File: config.mk
export PLATFORM = sky130hd
export DESIGN_NAME = uart_rx_frame
export DESIGN_NICKNAME = d
export VERILOG_FILES = /design/src/rtl/uart_pkg.sv /design/src/rtl/uart_rx_byte.sv /design/src/rtl/uart_rx_frame.sv
export SDC_FILE = /design/constraint.sdc
export NUM_CORES = 1
export LEC_CHECK = 0
export CAP_MARGIN = 10
export CELL_PAD_IN_SITES_DETAIL_PLACEMENT = 0
export CELL_PAD_IN_SITES_GLOBAL_PLACEMENT = 1
export CORE_ASPECT_RATIO = 0.75
export CORE_UTILIZATION = 45
export DETAILED_ROUTE_END_ITERATION = 10
export GPL_TIMING_DRIVEN = 0
export PLACE_DENSITY = 0.81
export SYNTH_ARGS = -nofsm -noshare
export SYNTH_HDL_FRONTEND = slang
export SYNTH_SLANG_ARGS = --single-unit
File: constraint.sdc
create_clock -name clk -period 3.57 [get_ports clk]
set_clock_uncertainty 0.15 [all_clocks]
set_input_delay 1.071 -clock clk [delete_from_list [all_inputs] [get_ports clk]]
set_output_delay 1.071 -clock clk [all_outputs]
set_load 0.02 [all_outputs]
File: src/rtl/uart_pkg.sv
//------------------------------------------------------------------------------
// uart_pkg : receiver state encoding and parity-sense constants
// Rev 1.0
//------------------------------------------------------------------------------
`default_nettype none

package uart_pkg;

  typedef enum logic [2:0] {
    IDLE  = 3'd0,
    START = 3'd1,
    DATA  = 3'd2,
    PAR   = 3'd3,
    STOP  = 3'd4,
    HOLD  = 3'd5
  } rx_state_t;

  localparam int PAR_EVEN = 0;
  localparam int PAR_ODD  = 1;

endpackage

`default_nettype wire

File: src/rtl/uart_rx_byte.sv
//------------------------------------------------------------------------------
// uart_rx_byte : rxd synchroniser and oversampled bit engine (IDLE..STOP)
// Optional parity bit when UART_RX_PARITY_EN is defined.
// Rev 1.0
//------------------------------------------------------------------------------
`default_nettype none

module uart_rx_byte
  import uart_pkg::*;
#(
  parameter int DBIT       = 8,
  parameter int OVS        = 16,
  parameter int PARITY_ODD = PAR_EVEN
) (
  input  logic            clk,
  input  logic            rst,
  input  logic            en,
  input  logic            tick,
  input  logic            rxd,
  input  logic            hold,
  output logic [DBIT-1:0] byte_data,
  output logic            byte_valid,
  output logic            frame_err,
  output logic            par_err,
  output logic            busy
);

  localparam int OW = $clog2(OVS);
  localparam int BW = $clog2(DBIT + 1);
  localparam logic [OW-1:0] c_half     = OW'(OVS / 2 - 1);
  localparam logic [OW-1:0] c_full     = OW'(OVS - 1);
  localparam logic [BW-1:0] c_last_bit = BW'(DBIT - 1);

  logic [1:0]      r_sync;
  logic            w_rxd_s;
  rx_state_t       r_state, w_state_nxt;
  logic [OW-1:0]   r_ov, w_ov_nxt;
  logic [BW-1:0]   r_bit, w_bit_nxt;
  logic [DBIT-1:0] r_shift, w_shift_nxt;
  logic            r_par_bad, w_par_bad_nxt;

  assign w_rxd_s = r_sync[1];

  always_ff @(posedge clk or posedge rst) begin
    if (rst) begin
      r_sync    <= 2'b11;
      r_state   <= IDLE;
      r_ov      <= '0;
      r_bit     <= '0;
      r_shift   <= '0;
      r_par_bad <= 1'b0;
    end else begin
      r_sync    <= {r_sync[0], rxd};
      r_state   <= w_state_nxt;
      r_ov      <= w_ov_nxt;
      r_bit     <= w_bit_nxt;
      r_shift   <= w_shift_nxt;
      r_par_bad <= w_par_bad_nxt;
    end
  end

  always_comb begin
    w_state_nxt   = r_state;
    w_ov_nxt      = r_ov;
    w_bit_nxt     = r_bit;
    w_shift_nxt   = r_shift;
    w_par_bad_nxt = r_par_bad;
    byte_valid    = 1'b0;
    frame_err     = 1'b0;
    par_err       = 1'b0;
    if (!en) begin
      w_state_nxt   = IDLE;
      w_ov_nxt      = '0;
      w_bit_nxt     = '0;
      w_par_bad_nxt = 1'b0;
    end else if (tick) begin
      case (r_state)
        IDLE: begin
          // hold keeps the engine parked while a finished frame awaits hand-off
          if (!hold && !w_rxd_s) begin
            w_state_nxt = START;
            w_ov_nxt    = '0;
          end
        end
        START: begin
          if (r_ov == c_half) begin
            w_ov_nxt    = '0;
            w_bit_nxt   = '0;
            w_state_nxt = w_rxd_s ? IDLE : DATA;
          end else begin
            w_ov_nxt = r_ov + 1'b1;
          end
        end
        DATA: begin
          if (r_ov == c_full) begin
            w_shift_nxt = {w_rxd_s, r_shift[DBIT-1:1]};
            w_ov_nxt    = '0;
            w_bit_nxt   = r_bit + 1'b1;
            if (r_bit == c_last_bit) begin
`ifdef UART_RX_PARITY_EN
              w_state_nxt = PAR;
`else
              w_state_nxt = STOP;
`endif
            end
          end else begin
            w_ov_nxt = r_ov + 1'b1;
          end
        end
`ifdef UART_RX_PARITY_EN
        PAR: begin
          if (r_ov == c_full) begin
            w_par_bad_nxt = (w_rxd_s != ((^r_shift) ^ (PARITY_ODD != 0)));
            w_ov_nxt      = '0;
            w_state_nxt   = STOP;
          end else begin
            w_ov_nxt = r_ov + 1'b1;
          end
        end
`endif
        STOP: begin
          if (r_ov == c_full) begin
            frame_err     = !w_rxd_s;
            par_err       = r_par_bad;
            byte_valid    = w_rxd_s && !r_par_bad;
            w_par_bad_nxt = 1'b0;
            w_ov_nxt      = '0;
            w_state_nxt   = IDLE;
          end else begin
            w_ov_nxt = r_ov + 1'b1;
          end
        end
        default: w_state_nxt = IDLE;
      endcase
    end
  end

`ifndef UART_RX_PARITY_EN
  logic w_unused_par;
  assign w_unused_par = (PARITY_ODD != 0);
`endif

  assign byte_data = r_shift;
  assign busy      = (r_state != IDLE);

endmodule

`default_nettype wire

File: src/rtl/uart_rx_frame.sv
//------------------------------------------------------------------------------
// uart_rx_frame : oversampling UART receiver assembling NBYTES chars per frame
// Parity support compiled in with UART_RX_PARITY_EN.
// Rev 1.0
//------------------------------------------------------------------------------
`default_nettype none

module uart_rx_frame
  import uart_pkg::*;
#(
  parameter int DBIT       = 8,
  parameter int OVS        = 16,
  parameter int NBYTES     = 3,
  parameter int PARITY_ODD = PAR_EVEN
) (
  input  logic                       clk,
  input  logic                       rst,
  input  logic                       en,
  input  logic                       tick,
  input  logic                       rxd,
  output logic [NBYTES*DBIT-1:0]     frame_data,
  output logic                       frame_valid,
  input  logic                       frame_ready,
  output logic                       frame_err,
  output logic                       par_err,
  output logic                       busy,
  output logic [$clog2(NBYTES)-1:0]  byte_cnt
);

  localparam int CW = $clog2(NBYTES);
  localparam logic [CW-1:0] c_last_slot = CW'(NBYTES - 1);

  logic [DBIT-1:0]        w_byte;
  logic                   w_byte_valid, w_ferr, w_perr, w_rx_busy;
  logic [DBIT-1:0]        r_slots [NBYTES-1];
  logic [NBYTES*DBIT-1:0] w_frame_nxt;
  logic [NBYTES*DBIT-1:0] r_frame_data;
  logic                   r_valid, r_frame_err, r_par_err;
  logic [CW-1:0]          r_cnt;

  uart_rx_byte #(
    .DBIT       (DBIT),
    .OVS        (OVS),
    .PARITY_ODD (PARITY_ODD)
  ) u_byte (
    .clk        (clk),
    .rst        (rst),
    .en         (en),
    .tick       (tick),
    .rxd        (rxd),
    .hold       (r_valid),
    .byte_data  (w_byte),
    .byte_valid (w_byte_valid),
    .frame_err  (w_ferr),
    .par_err    (w_perr),
    .busy       (w_rx_busy)
  );

  // Slots below the last; the last character goes straight into the frame word
  for (genvar i = 0; i < NBYTES - 1; i++) begin : g_slot
    always_ff @(posedge clk or posedge rst) begin
      if (rst)
        r_slots[i] <= '0;
      else if (w_byte_valid && r_cnt == CW'(i))
        r_slots[i] <= w_byte;
    end
    assign w_frame_nxt[i*DBIT +: DBIT] = r_slots[i];
  end
  assign w_frame_nxt[(NBYTES-1)*DBIT +: DBIT] = w_byte;

  always_ff @(posedge clk or posedge rst) begin
    if (rst) begin
      r_frame_data <= '0;
      r_valid      <= 1'b0;
      r_cnt        <= '0;
      r_frame_err  <= 1'b0;
      r_par_err    <= 1'b0;
    end else if (!en) begin
      r_valid     <= 1'b0;
      r_cnt       <= '0;
      r_frame_err <= 1'b0;
      r_par_err   <= 1'b0;
    end else begin
      r_frame_err <= w_ferr;
      r_par_err   <= w_perr;
      if (w_ferr || w_perr) begin
        r_cnt <= '0;
      end else if (w_byte_valid) begin
        if (r_cnt == c_last_slot) begin
          r_cnt        <= '0;
          r_valid      <= 1'b1;
          r_frame_data <= w_frame_nxt;
        end else begin
          r_cnt <= r_cnt + 1'b1;
        end
      end else if (r_valid && frame_ready) begin
        r_valid <= 1'b0;
      end
    end
  end

  assign frame_data  = r_frame_data;
  assign frame_valid = r_valid;
  assign frame_err   = r_frame_err;
  assign par_err     = r_par_err;
  assign byte_cnt    = r_cnt;
  assign busy        = w_rx_busy | r_valid;

endmodule

`default_nettype wire
# After elaboration in Yosys (flattened, before gate mapping)
# Index checks and enable logic that the tools add are counted.
# classes
addsub	3
n_eq_ne	22
muxes	47
n_bitwise	2
n_reduce_logical	20
# ops
operator	count
2-to-1 mux 4 bit	9
2-to-1 mux 1 bit	23
2-to-1 mux 3 bit	7
!= test 3 x 2 -> 1 bit, second input constant	6
case mux 3 bit (4 select lines)	1
case mux 4 bit (3 select lines)	1
AND reduction 4 bit	3
2-to-1 mux 2 bit	5
!= test 3 x 1 -> 1 bit, second input constant	3
AND reduction 3 bit	3
adder 4 x 1 -> 4 bit, second input constant	2
== test 4 x 3 -> 1 bit, second input constant	2
case mux 4 bit (2 select lines)	1
!= test 2 x 1 -> 1 bit, second input constant	3
AND reduction 6 bit	1
logical AND 1 bit	5
== test 4 bit, second input constant	1
!= test 4 x 2 -> 1 bit, second input constant	1
== test 3 x 1 -> 1 bit, second input constant	1
== test 3 x 2 -> 1 bit, second input constant	1
== test 3 bit, second input constant	1
zero test 1 bit	3
zero test 3 bit	1
nonzero test 3 bit	1
9 further kinds	9
# totals
regBits	67
input_bits	6
out_inout_bits	30

# Longest topological paths before layout
# depth
ltp_word	9
depth_mapped	6
mapped_depth_nobuf	5

# By module
# A second synthesis with hierarchy kept.
# unflattened
cells_unflattened	207
area_unflattened_um2	2959.1
# modules_own_cells
module	n_inst	cells_each	area_each_um2	seq_area_each_um2
uart_rx_frame	1	106	1813.0	1126.1
uart_rx_byte	1	101	1146.1	528.0

# Least setup slack after synthesis
# No wires, ideal clock.
# synth_path
path_kind	input -> register
from	input en
to	register u_byte.r_state[1]
setup_ns	0.125
arrival_ns	2.290
slack_ns	1.006
cell_stages	5
n_path_buf	1
cell_sequence	clkbuf_1 nor4b_1 o21a_1 a2111o_1 mux2_2
# synth_between
elab_chain_len	2
word_cells_on_any_way	8
classes_between	eq/ne: 6; mux: 1; reduce/logical: 1
# synth_lines
item	line	source
start, declared	uart_rx_frame.sv:18	input logic en,
!= test 3 x 2 -> 1 bit (no line) / != test 2 x 1 -> 1 bit (equally long branches)	--	
AND reduction 6 bit (no line)	--	
end signal, assigned	uart_rx_byte.sv:54	r_state <= w_state_nxt;
end, declared	uart_rx_byte.sv:36	rx_state_t r_state, w_state_nxt;
# Parallel ways exist; a longest one is shown, timed or not.
# A chain may end at the register's enable or synchronous reset.

# Worst setup path after layout
# layout_path
from	register u_byte.r_state[2]
to	output busy
# layout_between
elab_chain_len	2
# layout_lines
item	line	source
nonzero test 3 bit	uart_rx_byte.sv:144	assign busy = (r_state != IDLE);
OR 1 bit	uart_rx_frame.sv:107	assign busy = w_rx_busy | r_valid;
end, declared	uart_rx_frame.sv:26	output logic busy,
# Every way passes these cells.

==> metrics.cfg <==
[clock_tree]
clock_sink_count = 65
cts_resized = 0
clk_latency_ns = 0.33
htreeDepth = 3
post_cts_hold_fix_bufs = 0
cts_buffer_depth = 2
clk_pin_slew_worst_paths_ns = 0.06
cts-buffers-inserted = 9
cts_setup_buffers = 0
ctsRootBufferMaster = clkbuf_8
tritoncts = done

[final_layout]
final_common_cell = dfrtp_1
fill_cells = 499
multiInputGateArea_sq_um = 1150
layout-drive-gt1-share_pct = 33.3
nNetsFinal = 261
area_growth_pct = 24.4
antenna_cells = 0
seq_area_sq_um = 1630
mostFrequentLayoutCells = dfrtp_1 (63), mux2_2 (44), clkdlybuf4s50_1 (34), clkbuf_8 (11), o21ai_0 (10)

[route]
post_drt_via_cell_ratio = 5.22
detail_route.drc_violations = 0
detail-route-antenna-nets = 0
topRoutingLayerUsed = met4
detail_route.wirelength_microns = 5290
routed_wire_length_per_instance_microns = 15.7
first_pass_iters = 4
detailroute.wirelength.met3_microns = 199
met2_routed_wl_microns = 2110
detailroute.via_count = 1754
drt-initial-drc-count = 57
m1WireLength_microns = 2930

[floorplan]
die-height_microns = 71.2
die_area_sq_um = 6720
initial_core_util_pct = 48.1
core.rowCount = 24
design.portCount = 36
x_dimension_of_the_die_microns = 94.3
core_area_sq_um = 5980

[power_and_ir_drop]
vdd_drop_max_v = 0.000224
power.leakage_uw = 0.00170
power_density_nw_per_um2 = 471
total_power_uw = 1690

[yosys]
postSynthAreaPerCell_sq_um = 14.0
synth_adder_area_share_pct = 1.22
post_synth_xor_area_fraction_pct = 0.304
synth_largest_type_area_fraction_pct = 54.8
synth_area_leaders = dfrtp_1 (55%), mux2_2 (17%), mux2_4 (4.2%)
synth-seq-area-share_pct = 56.6
muxShareOfSynthArea_pct = 21.4
postSynth.asyncResetShare_pct = 100
synth_top_family_by_area = multiplexers
synth-edff-count = 0
ys.flop_type = dfrtp_1
post-synth-top-area-cell = dfrtp_1
ys.warnings.count = 0
syn_nets = 214
synth_simple_gate_area_share_pct = 11.7
ys_ff_latch = 65
synth.cell_area_sq_um = 2880
compound_cell_area_share_of_the_yosys_netlist_pct = 5.31
synth_cell_types = 50
syn_inst = 206

[setup_path]
worst-endpoint-arrival_ns = 1.98
worst_path_dominant_cell_family = buffers and inverters
setup.worst_path.class = reg -> out
crit_chain = buf_4, or4_1, clkdlybuf4s50_1
timing.critical_path.from_type = flip-flop
required_time_of_the_critical_path_ns = 2.35
worstPathMaxFanout = 10
cpMaxStageDelayCell = clkdlybuf4s50_1
worst_setup_path_end_kind = output pin
path_buf_inv = 2
worst_path_largest_cell_delay_ns = 0.55

[sta]
final-max-slew-violation-count = 0
timing.final.crit_period_ns = 3.20
post-route-period-util_pct = 89.7
rsz_0062_raised_after_global_routing = false
final.setup.worst_slack_ns = 0.368
hold_viol_final = 0
setup_viol = 0
fmax_mhz = 312

[run]
cap_violations = 0

[grt]
grt_overflow = 0
grt_pass1_wl_microns = 8760
largest_net_degree_at_the_start_of_global_routing = 34
grt_pass1_vias = 1716
grt_util_all_layers_pct = 17.7
grt_antenna_before_repair = 0

[place]
preCtsSetupSlack_ns = 0.228
port_buffers = 34
dp.final_hpwl_microns = 3710
gp_routability_congestion = 0.814

[hold_path]
path_type_of_the_worst_min_delay_path = reg -> reg

[status]
outcome = finished, final reports clean

-- where the power goes --
part	switching (uW)	internal, uW
combinational	127	99.6
clock	257	433
sequential	14.3	755
-- Yosys cell counts (all sizes together), types with 2 or more instances --
cell type  instances
nand2b             2
nand2              5
dfstp              2
nor2b              3
nand4bb            2
dfrtp             63
o211ai             2
nor3b              3
ha                 2
nor2               3
o21ai             10
and2               3
buf                9
inv                5
mux2              52
nand3              6
or3b               3
nand4              2
a21boi             2
o21a               2
clkbuf             2
and3b              2
-- stage by stage --
stage | area [sq um] | hold WS, ns | cells | setup TNS, ns | utilization (%)
floorplan | 2880 | 0.195 | 206 | 0 | -
global placement | 3310 | 0.196 | 318 | -25.51 | 55.5
detailed placement | 3350 | 0.200 | 320 | 0 | 56.1
CTS | 3580 | 0.210 | 336 | 0 | 59.9
global route | 3580 | 0.213 | 336 | 0 | 59.9
finish | 3580 | 0.207 | 336 | 0 | 59.9
-- flip-flops by register name, summed over array words and instances (netlist names) --
name,cells
r_slots,16
u_byte.r_sync,2
u_byte.r_bit,4
byte_cnt,2
u_byte.r_ov,4
frame_valid,1
u_byte.byte_data,8
frame_data,24
frame_err,1
u_byte.r_state,3
-- worst reg2reg max path: cells and delay by family, from the launching register on --
family                     cells  cell delay [ns]
and+or+nand+nor                3             0.83
muxes                          1             0.35
adders and majority gates      1             0.28
buffers and inverters          1             0.23
DFF                            1             0.39
-- logic make-up after synthesis --
family,count (synthesis)
muxes,52
other,1
buffers and inverters,16
adders and majority gates,3
DFF,65
xor gates and xnor gates,1
AOI/OAI and AO/OA,23
and+or+nand+nor,45
-- layout make-up --
cell class                      count  area share [%]
Sequential cell                    65            45.5
Tap cell                           78            2.73
Clock inverter                      2            1.68
Multi-Input combinational cell    125            32.2
Inverter                            5           0.525
Buffer                             11            2.13
Timing Repair Buffer               36            10.6
Clock buffer                       14            4.55
-- path summary, 6_finish.rpt --
check                                        endpoint  cells after the start                          start  slack (ns)
max                                              busy                      3  u_byte.r_state[2]$_DFFE_PP0P_        0.37
min                        u_byte.r_sync[1]$_DFF_PP1_                      0     u_byte.r_sync[0]$_DFF_PP1_        0.21
max reg2reg                 frame_data[4]$_DFFE_PP0P_                      6     u_byte.r_ov[0]$_DFFE_PP0P_        1.24
min reg2reg                u_byte.r_sync[1]$_DFF_PP1_                      0     u_byte.r_sync[0]$_DFF_PP1_        0.21
max in group asynchronous  u_byte.r_sync[1]$_DFF_PP1_                      3                            rst        2.05
min in group asynchronous  u_byte.r_ov[1]$_DFFE_PP0P_                      3                            rst        0.97
-- metal layers --
layer / GRT usage [%] / vias up
met5: 0 / -
met4: 6.15 / 0
met3: 6.58 / 4
met2: 21.6 / 30
met1: 28.1 / 880
li1: - / 840
Note: power is estimated with default switching activity, not from simulation.
